**src/rtl/rv_mem_arbiter.sv**
```systemverilog
// Shares one memory port between IF fetch and MEM load/store; one transaction outstanding at a time.
// Latency: request seen in IDLE -> mem_req next cycle -> rvalid passed through combinationally on mem_rvalid.
// Backpressure: mem_req held until mem_ready; requesters stall via stall_if/stall_mem. Define ARB_STATS_EN for grant counters.
`default_nettype none

module rv_mem_arbiter #(
    parameter int XLEN         = 32,
    parameter int ADDR_W       = 32,
    parameter int STARVE_LIMIT = 4
) (
    input  logic                clk,
    input  logic                rst_n,
    input  logic                if_req,
    input  logic [ADDR_W-1:0]   if_addr,
    output logic                if_rvalid,
    output logic [XLEN-1:0]     if_rdata,
    input  logic                d_req,
    input  logic                d_we,
    input  logic [ADDR_W-1:0]   d_addr,
    input  logic [XLEN-1:0]     d_wdata,
    input  logic [XLEN/8-1:0]   d_wstrb,
    output logic                d_rvalid,
    output logic [XLEN-1:0]     d_rdata,
    output logic                mem_req,
    output logic                mem_we,
    output logic [ADDR_W-1:0]   mem_addr,
    output logic [XLEN-1:0]     mem_wdata,
    output logic [XLEN/8-1:0]   mem_wstrb,
    input  logic                mem_ready,
    input  logic                mem_rvalid,
    input  logic [XLEN-1:0]     mem_rdata,
    output logic                stall_if,
    output logic                stall_mem
`ifdef ARB_STATS_EN
    ,
    output logic [31:0]         stat_if_grants,
    output logic [31:0]         stat_d_grants,
    output logic [31:0]         stat_conflicts
`endif
);

    localparam int         SW         = XLEN / 8;
    localparam logic [3:0] STARVE_LIM = 4'(STARVE_LIMIT);

    typedef enum logic [1:0] {IDLE, REQ, WAIT} state_t;
    typedef enum logic       {OWN_FETCH, OWN_DATA} owner_t;

    state_t              state_q;
    owner_t              owner_q;
    logic [3:0]          starve_cnt_q;
    logic [3:0]          starve_cnt_d;
    logic                mem_req_q;
    logic                mem_we_q;
    logic [ADDR_W-1:0]   mem_addr_q;
    logic [XLEN-1:0]     mem_wdata_q;
    logic [SW-1:0]       mem_wstrb_q;

    logic                both_req;
    logic                starved;
    logic                pick_fetch;
    logic                rsp_hit;

    // Arbitration: data has priority unless fetch has lost too many times in a row
    always_comb begin
        both_req     = if_req & d_req;
        starved      = (starve_cnt_q >= STARVE_LIM);
        pick_fetch   = if_req & (~d_req | starved);
        starve_cnt_d = starve_cnt_q;
        if (state_q == IDLE) begin
            if (pick_fetch) begin
                starve_cnt_d = 4'd0;
            end else if (both_req && starve_cnt_q != 4'hF) begin
                starve_cnt_d = starve_cnt_q + 4'd1;
            end
        end
    end

    // Transaction FSM with registered memory-side outputs
    always_ff @(posedge clk or negedge rst_n) begin
        if (!rst_n) begin
            state_q      <= IDLE;
            owner_q      <= OWN_FETCH;
            starve_cnt_q <= 4'd0;
            mem_req_q    <= 1'b0;
            mem_we_q     <= 1'b0;
            mem_addr_q   <= '0;
            mem_wdata_q  <= '0;
            mem_wstrb_q  <= '0;
        end else begin
            starve_cnt_q <= starve_cnt_d;
            case (state_q)
                IDLE: begin
                    if (if_req || d_req) begin
                        state_q   <= REQ;
                        mem_req_q <= 1'b1;
                        if (pick_fetch) begin
                            owner_q     <= OWN_FETCH;
                            mem_we_q    <= 1'b0;
                            mem_addr_q  <= if_addr;
                            mem_wdata_q <= '0;
                            mem_wstrb_q <= '1;
                        end else begin
                            owner_q     <= OWN_DATA;
                            mem_we_q    <= d_we;
                            mem_addr_q  <= d_addr;
                            mem_wdata_q <= d_wdata;
                            mem_wstrb_q <= d_we ? d_wstrb : '1;
                        end
                    end
                end
                REQ: begin
                    if (mem_ready) begin
                        state_q   <= WAIT;
                        mem_req_q <= 1'b0;
                    end
                end
                WAIT: begin
                    if (mem_rvalid) begin
                        state_q <= IDLE;
                    end
                end
                default: begin
                    state_q   <= IDLE;
                    mem_req_q <= 1'b0;
                end
            endcase
        end
    end

    // Responses only count while a transaction is waiting; stray ones are dropped
    assign rsp_hit   = (state_q == WAIT) & mem_rvalid;
    assign if_rvalid = rsp_hit & (owner_q == OWN_FETCH);
    assign d_rvalid  = rsp_hit & (owner_q == OWN_DATA);
    assign if_rdata  = mem_rdata;
    assign d_rdata   = mem_rdata;

    assign mem_req   = mem_req_q;
    assign mem_we    = mem_we_q;
    assign mem_addr  = mem_addr_q;
    assign mem_wdata = mem_wdata_q;
    assign mem_wstrb = mem_wstrb_q;

    assign stall_if  = if_req & ~if_rvalid;
    assign stall_mem = d_req & ~d_rvalid;

`ifdef ARB_STATS_EN
    logic [31:0] stat_if_grants_q;
    logic [31:0] stat_d_grants_q;
    logic [31:0] stat_conflicts_q;

    // Grant and conflict counters, updated on arbitration cycles only
    always_ff @(posedge clk or negedge rst_n) begin
        if (!rst_n) begin
            stat_if_grants_q <= '0;
            stat_d_grants_q  <= '0;
            stat_conflicts_q <= '0;
        end else if (state_q == IDLE) begin
            if (pick_fetch) begin
                stat_if_grants_q <= stat_if_grants_q + 32'd1;
            end else if (d_req) begin
                stat_d_grants_q <= stat_d_grants_q + 32'd1;
            end
            if (both_req) begin
                stat_conflicts_q <= stat_conflicts_q + 32'd1;
            end
        end
    end

    assign stat_if_grants = stat_if_grants_q;
    assign stat_d_grants  = stat_d_grants_q;
    assign stat_conflicts = stat_conflicts_q;
`endif

endmodule

`default_nettype wire

```
**config.mk**
```make
export PLATFORM = sky130hd
export DESIGN_NAME = rv_mem_arbiter
export DESIGN_NICKNAME = d
export VERILOG_FILES = /design/src/rtl/rv_mem_arbiter.sv
export SDC_FILE = /design/constraint.sdc
export NUM_CORES = 1
export LEC_CHECK = 0
export ABC_AREA = 1
export CAP_MARGIN = 10
export CORE_ASPECT_RATIO = 0.7
export CORE_MARGIN = 2
export CORE_UTILIZATION = 30
export CTS_BUF_LIST = sky130_fd_sc_hd__clkbuf_4 sky130_fd_sc_hd__clkbuf_8 sky130_fd_sc_hd__clkbuf_16
export DETAILED_ROUTE_END_ITERATION = 10
export PLACE_DENSITY = 0.71
export RECOVER_POWER = 100
export SYNTH_ARGS = -nofsm -noshare
export SYNTH_HDL_FRONTEND = slang
export SYNTH_SLANG_ARGS = --single-unit
export TNS_END_PERCENT = 10
```
**constraint.sdc**
```tcl
create_clock -name clk -period 1.91 [get_ports clk]
set_clock_uncertainty 0.1 [all_clocks]
set_input_delay 0.573 -clock clk [delete_from_list [all_inputs] [get_ports clk]]
set_output_delay 0.573 -clock clk [all_outputs]
set_load 0.01 [all_outputs]
```
# ---- After elaboration in Yosys (flattened, before gate mapping)
# Cells that the tools add are included.
dict set report op_classes {
  div_mod_pow 0
  n_reduce_logical 8
  multipliers 0
  bitwise_logic 13
  shift 0
  magnitude_cmp 1
  muxes 15
  n_addsub 1
  eq_ne 6
}
# op n
set ops {}
lappend ops {{$mux 32} 2}
lappend ops {{$mux 4} 4}
lappend ops {{$and 1x1->1} 7}
lappend ops {{$mux 2} 3}
lappend ops {{$pmux 2 s3} 1}
lappend ops {{$reduce_and 3->1} 2}
lappend ops {{$not 1->1} 5}
lappend ops {{$add 4x1->4 const B} 1}
lappend ops {{$ge 4x3->1 const B} 1}
lappend ops {{$mux 1} 4}
lappend ops {{$ne 2x2->1 const B} 2}
lappend ops {{$ne 4x4->1 const B} 1}
lappend ops {{$reduce_and 2->1} 2}
lappend ops {{$pmux 1 s3} 1}
lappend ops {{$eq 2x1->1 const B} 1}
lappend ops {{$eq 2x2->1 const B} 1}
lappend ops {{$logic_not 2->1} 1}
lappend ops {{$ne 2x1->1 const B} 1}
lappend ops {{$reduce_bool 2->1} 1}
lappend ops {{$logic_and 1x1->1} 1}
lappend ops {{$logic_or 1x1->1} 1}
lappend ops {{$or 1x1->1} 1}
dict set report word_totals {
  elab_cells 52
  latchBits 0
  romBits 0
  ram_bits 0
  out_inout_bits 138
  in_bits 139
  ff_bits 77
  memories 0
}

# ---- Logic depth before layout (Yosys ltp)
# Gate-level depths: netlist of the first run.
dict set report logic_depth {
  ltp_word 5
  depth_mapped 7
  mapped_depth_nobuf 7
}

# ---- Worst setup path before layout of the first run
# Ideal clock, no wire load.
dict set report synth_timing {
  kind {input port to output port}
  from {input mem_rvalid}
  to {output stall_if}
  slack_ns 0.291
  required_ns 1.237
  t_arrival_ns 0.946
  cell_stages 3
  path_buffers 0
  path_cell_list {nand2_1 > nor2_1 > nor2_1}
}
dict set report synth_between {
  elab_chain_cells 4
}
# item line_no
set synth_rtl {}
lappend synth_rtl {{start, declared} 30} ;# input logic mem_rvalid,
lappend synth_rtl {{$and 1x1->1} 131} ;# assign rsp_hit = (state_q == WAIT) & mem_rvalid;
lappend synth_rtl {{$and 1x1->1} 132} ;# assign if_rvalid = rsp_hit & (owner_q == OWN_FETCH);
lappend synth_rtl {{net if_rvalid} 15} ;# output logic if_rvalid,
lappend synth_rtl {{$not 1->1} 143} ;# assign stall_if = if_req & ~if_rvalid;
lappend synth_rtl {{$and 1x1->1} 143}
lappend synth_rtl {{end, declared} 32} ;# output logic stall_if,
# The timed path passes the listed nets, and every way through them passes these cells.

# ---- Worst setup path in the final report of the first run
dict set report layout_timing {
  from {register state_q[0]}
  to {output stall_mem}
}
dict set report layout_between {
  elab_chain_cells 5
}
# item line_no
set layout_rtl {}
lappend layout_rtl {{start, declared} 48} ;# state_t state_q;
lappend layout_rtl {{start signal, assigned} 81} ;# state_q <= IDLE;
lappend layout_rtl {{start signal, assigned} 94} ;# state_q <= REQ;
lappend layout_rtl {{start signal, assigned} 113} ;# state_q <= WAIT;
lappend layout_rtl {{$eq 2x2->1} 131}
lappend layout_rtl {{$and 1x1->1} 131}
lappend layout_rtl {{$and 1x1->1} 133} ;# assign d_rvalid = rsp_hit & (owner_q == OWN_DATA);
lappend layout_rtl {{$not 1->1} 144} ;# assign stall_mem = d_req & ~d_rvalid;
lappend layout_rtl {{$and 1x1->1} 144}
lappend layout_rtl {{end, declared} 33} ;# output logic stall_mem
# No other way between the ends.

==> impl_metrics.yaml, run 1 <==
status:
  status: "complete, but fails checks"
  violations: "setup timing"
timing:
  finalSetupTns_ps: -5.918
  finalSetupViolCount: 1
  finalWorstSetupSlack_ps: -5.918
  rsz0062_at_grt: "true"
  max_freq_mhz: 521.9
  worst_pin_slew_ps: 758.3
  hold_violations: 0
  min_period_ps: 1916
  period_share: 1.003
  finalMaxSlewViolations: 0
  slew_headroom: 0.4945
power_and_ir_drop:
  power.leakage_nw: 3.287
  p_sw_mw: 3.049
  power_mw: 8.525
  power_density_nw_per_um2: 1399
  p_int_mw: 5.476
  p_seq_frac: 0.326
  combPwrFrac: 0.435
  irDropWorstVdd_mv: 0.6259
  p_clk_frac: 0.239
  switching_share: 0.3576
logic_synthesis:
  synth_area_um2: 4158
  synth-edff-count: 0
  post-synth-top-count-cell: "nand2_1"
  synth.top_cell.area_share: 0.4634
  syn_nets: 699
  yosysWarningCount: 0
  yosysSeqAreaShare: 0.4634
  async_flop_share: 1.000
  synthesis.instances: 559
  synth_area_per_cell_um2: 7.438
  synth_area_leaders: "dfrtp_1, nand2_1, nand3_1"
  yosys.area.top_type: "dfrtp_1"
  synth_seq_cells: 77
  ys_top_cells_by_count: "nand2_1, nand3_1, inv_1"
  ys_types: 14
  dominantRegCellSynth: "dfrtp_1"
drt:
  viasPerCell: 4.306
  drtIter0Drc: 143
  wl_um: 11460
  vias: 3759
  drtAntennaViolNets: 0
  drt_pass1_iterations: 4
  wl_per_cell_um: 13.12
  drc: 0
floorplanning:
  start_util: 0.3113
  rows: 35
  floorplan.die.height_um: 102.5
  dieArea_um2: 14830
  coreArea_um2: 13360
  die_w_um: 144.7
  ios: 277
min_path:
  holdCritPathClass: "primary input to async pin"
worst_setup_path:
  arrival_ps: 1240
  crit_fanout: 3
  cp_cell_sequence: "nor2_4 -> nand2_2 -> o21ai_1 -> inv_1 -> buf_2"
  path_class: "flop to output port"
  crit_path_end_kind: "output port"
  required_ps: 1240
  crit_slowest_cell: "dfrtp_1"
  r2r_slack_ps: 130
  crit_buf_inv: 2
  slowest_delay_ps: 410
  cp_top_family: "flip-flops"
  critPathLaunchType: "flop"
cells_and_area:
  syn_to_final_growth_pct: 46.55
  final_util: 0.4562
  insertedDiodeCount: 0
  fin_nets: 823
  final_cell_area_um2: 6093
  drive_gt1_frac: 0.07267
clocking:
  clock_path_buffers: 2
  path_clk_slew_ps: 60
  htreeDepth: 3
  cts.sinks: 77
  postCtsHoldBufs: 0
  cts_made_buffers: 9
  root_buffer: "clkbuf_16"
  cts_tree: "built"
  insertion_delay_ps: 320
grt:
  grt_usage: 0.1559
  grt_start_max_net_pins: 42
  overflow: 0
  grt_pass1_vias: 3577
  grt_pass1_wl_um: 18060
  antenna_found_initial: 0
place:
  place.gp.congestion: 0.7386
  port_buffers: 180
  dpl_worst_slack_ps: -640.9
  hpwl_um: 8489
  dpl-instance-area_um2: 5854
run:
  max_cap_viol_count: 0
logic make-up after synthesis:
family | share of synthesized area
AND/OR/NAND/NOR | 0.3057
buffers and inverters | 0.2197
flip-flops | 0.4634
AO/OA/AOI/OAI | 0.008125
adder cells (fa/ha/maj) | 0.003009
worst register-to-register path, cell delays in order, from the launching register on:
cell	delay [ps]
dfrtp_1	410
buf_4	160
nor2_1	150
inv_1	80
a21oi_2	260
inv_1	160
buf_6	200
nand2_1	90
nand2_1	60
flip-flops by register name, summed over array words and instances (netlist names):
name,count
mem_addr,32
starve_cnt_q,4
mem_wdata,32
owner_q,1
state_q,2
mem_wstrb,4
mem_we,1
mem_req,1
cells in the final DEF, fill, tap and decap left out, types with 4 or more instances in the layout:
master           count
clkbuf_4             4
dlygate4sd2_1       49
dfrtp_1             77
clkbuf_1             4
inv_1               79
buf_2                4
clkdlybuf4s25_1     23
nand2_1            186
nor2_1               6
nand3_1            104
clkdlybuf4s50_1    102
buf_4               13
clkbuf_16            9
cell type report:
type	instances	area, um2
Fill cell	1355	7263
Timing Repair Buffer	205	1934
Sequential cell	77	1927
Multi-Input combinational cell	309	1333
Inverter	81	304.0
Clock buffer	13	274.0
Tap cell	185	231.5
Clock inverter	3	90.09
power by group through the flow:
| stage | Sequential, mW | Clock (mW) | Combinational [mW] |
|---|---|---|---|
| 3_5_place_dp | 2.80 | 0 | 4.24 |
| 2_1_floorplan | 3.11 | 0 | 1.66 |
| 5_1_grt | 2.87 | 2.18 | 4.17 |
| 3_3_place_gp | 2.78 | 0 | 4.20 |
| 6_report | 2.78 | 2.04 | 3.70 |
| 4_1_cts | 2.78 | 2.12 | 3.96 |
per-layer routing:
layer	track usage	up-vias	share of wire
met5	0	-	0
met4	0.03585	0	0.0086
li1	-	1883	-
met1	0.2024	1669	0.46
met2	0.2260	199	0.41
met3	0.08918	8	0.13
repair_timing:
item	CTS	global route
gates cloned	0	0
resized for setup	71	24
pin swaps	3	3
endpoints found under the setup margin	83	28
setup buffers	2	1
endpoints found under the hold margin	0	0
stage by stage:
stage | std cells | hold slack [ps]
3_5_place_dp | 854 | 358.4
3_3_place_gp | 854 | 357.0
4_1_cts | 872 | 72.36
2_1_floorplan | 559 | 177.4
5_1_grt | 873 | 247.0
6_report | 873 | 201.7
path summary, 6_finish.rpt:
path | cells after the start | from | to
setup / recovery | 5 | state_q[0] | stall_mem
hold / removal | 1 | rst_n | mem_wstrb[3]
setup reg to reg | 8 | state_q[0] | mem_addr[19]
hold reg to reg | 2 | mem_req | mem_req
max in group asynchronous | 2 | rst_n | mem_addr[18]
min in group clk | 2 | mem_req | mem_req
Note: power is estimated with default switching activity, not from simulation.
==> run 2, diff against run 1 <==
CELL_PAD_IN_SITES_DETAIL_PLACEMENT = 0   (was not set)
CELL_PAD_IN_SITES_GLOBAL_PLACEMENT = 2   (was not set)
CORE_UTILIZATION = 18   (was 30)
PLACE_DENSITY = 0.83   (was 0.71)
==> run 2 against run 1 <==
  * First-iteration DRC count down 0.70%
  * Global-route usage fell by 4.8 points
  * Non-clock buffer count is 2 lower
  * The flow still finishes with violations (setup timing)
  * Largest power group unchanged
  * Combinational power rose by 1%
==> impl_metrics.yaml, run 2 (same netlist as run 1, synthesis figures left out) <==
clocking:
  htreeDepth: 3
  clock_path_buffers: 2
  postCtsHoldBufs: 0
  cts_made_buffers: 9
  path_clk_slew_ps: 60
  insertion_delay_ps: 340
  root_buffer: "clkbuf_16"
  cts_tree: "built"
  cts.sinks: 77
grt:
  grt_start_max_net_pins: 78
  antenna_found_initial: 0
  grt_pass1_vias: 3746
  grt_pass1_wl_um: 20410
  grt_usage: 0.1080
  overflow: 0
drt:
  drt_pass1_iterations: 4
  drtIter0Drc: 142
  viasPerCell: 3.733
  vias: 3726
  drtAntennaViolNets: 0
  drc: 0
  wl_per_cell_um: 13.04
  wl_um: 13010
floorplanning:
  coreArea_um2: 22680
  start_util: 0.1833
  dieArea_um2: 24350
  floorplan.die.height_um: 131.2
  ios: 277
  die_w_um: 185.7
  rows: 46
power_and_ir_drop:
  irDropWorstVdd_mv: 0.5085
  power_density_nw_per_um2: 1342
  switching_share: 0.3843
  p_seq_frac: 0.335
  p_sw_mw: 3.188
  combPwrFrac: 0.451
  p_clk_frac: 0.214
  power_mw: 8.297
  p_int_mw: 5.109
  power.leakage_nw: 3.336
cells_and_area:
  layout_commonest_cell: "nand2_1"
  syn_to_final_growth_pct: 48.66
  fin_nets: 821
  drive_gt1_frac: 0.07289
  final_util: 0.2726
  mostFrequentLayoutCells: "nand2_1, nand3_1, clkdlybuf4s50_1, inv_1, dfrtp_1"
  insertedDiodeCount: 0
timing:
  max_freq_mhz: 511.4
  hold_violations: 0
  finalSetupViolCount: 2
  finalWorstSetupSlack_ps: -45.34
  rsz0062_at_grt: "true"
  worst_pin_slew_ps: 1130
  whs_ps: 369.8
  finalMaxSlewViolations: 0
  period_share: 1.024
  finalSetupTns_ps: -57.75
  min_period_ps: 1955
  slew_headroom: 0.2464
status:
  status: "complete, but fails checks"
  violations: "setup timing"
worst_setup_path:
  path_class: "flop to output port"
  cp_cell_sequence: "nor2_4 -> nand2_4 -> o21ai_2 -> inv_1 -> buf_2"
  arrival_ps: 1280
  crit_slowest_cell: "dfrtp_1"
  required_ps: 1240
  crit_path_end_kind: "output port"
  slowest_delay_ps: 410
  critPathLaunchType: "flop"
  crit_fanout: 3
run:
  max_cap_viol_count: 0
place:
  place.gp.congestion: 0.7126
  port_buffers: 180
  hpwl_um: 8812
min_path:
  holdCritPathClass: "flop to flop"
[run 2: worst max-delay path: cells and delay by family, from the launching register on]
family | cells | cell delay [ps]
AOI/OAI and AO/OA | 1 | 120
DFF | 1 | 410
and+or+nand+nor | 2 | 250
buffers and inverters | 2 | 170
[run 2: metal layers]
layer	track usage	routed length [um]	vias to the layer above
li1	-	-	1877
met4	0.03237	169	0
met3	0.04490	1185	15
met5	0	0	-
met1	0.1425	6292	1671
met2	0.1602	5363	163
[run 2: metrics by stage]
stage	setup slack, ps	instance area, um2	cells
CTS	-53.87	6201	997
detailed placement	-672.4	5981	980
floorplan	290.8	4158	559
finish	-45.34	6181	998
global placement	-680.8	5981	980
global route	-102.2	6181	998
[run 2: repair_timing]
action / CTS / global route
gates resized for setup: 97 / 1
gates cloned: 0 / 0
buffers inserted: 1 / 1
endpoints found under the setup margin: 95 / 4
pin swaps: 3 / 4
[run 2: final cells by class]
type                    count  area, um2
clock inverters             4      47.55
multi-input cells         309       1344
fillers                  2496      16500
well taps                 312      390.4
inverters                  81      304.0
flip-flops and latches     77       1927
clock buffers              12      254.0
repair buffers            203       1914
[run 2: power groups by stage]
stage	Clock (mW)	Sequential, mW	Combinational, mW
6_report	1.78	2.78	3.74
5_1_grt	1.95	2.87	4.19
4_1_cts	1.88	2.78	3.86
3_5_place_dp	0	2.81	4.31
3_3_place_gp	0	2.81	4.29
2_1_floorplan	0	3.11	1.66
[run 2: final timing paths]
path	from	to	slack (ps)	cells past startpoint
setup reg to reg	state_q[0]	mem_wdata[19]	170	8
hold reg to reg	mem_wdata[8]	mem_wdata[8]	370	2
max in group asynchronous	rst_n	mem_addr[17]	500	2
hold / removal	mem_wdata[8]	mem_wdata[8]	370	2
setup / recovery	state_q[0]	stall_mem	-50	5
min in group asynchronous	rst_n	mem_wdata[1]	480	2
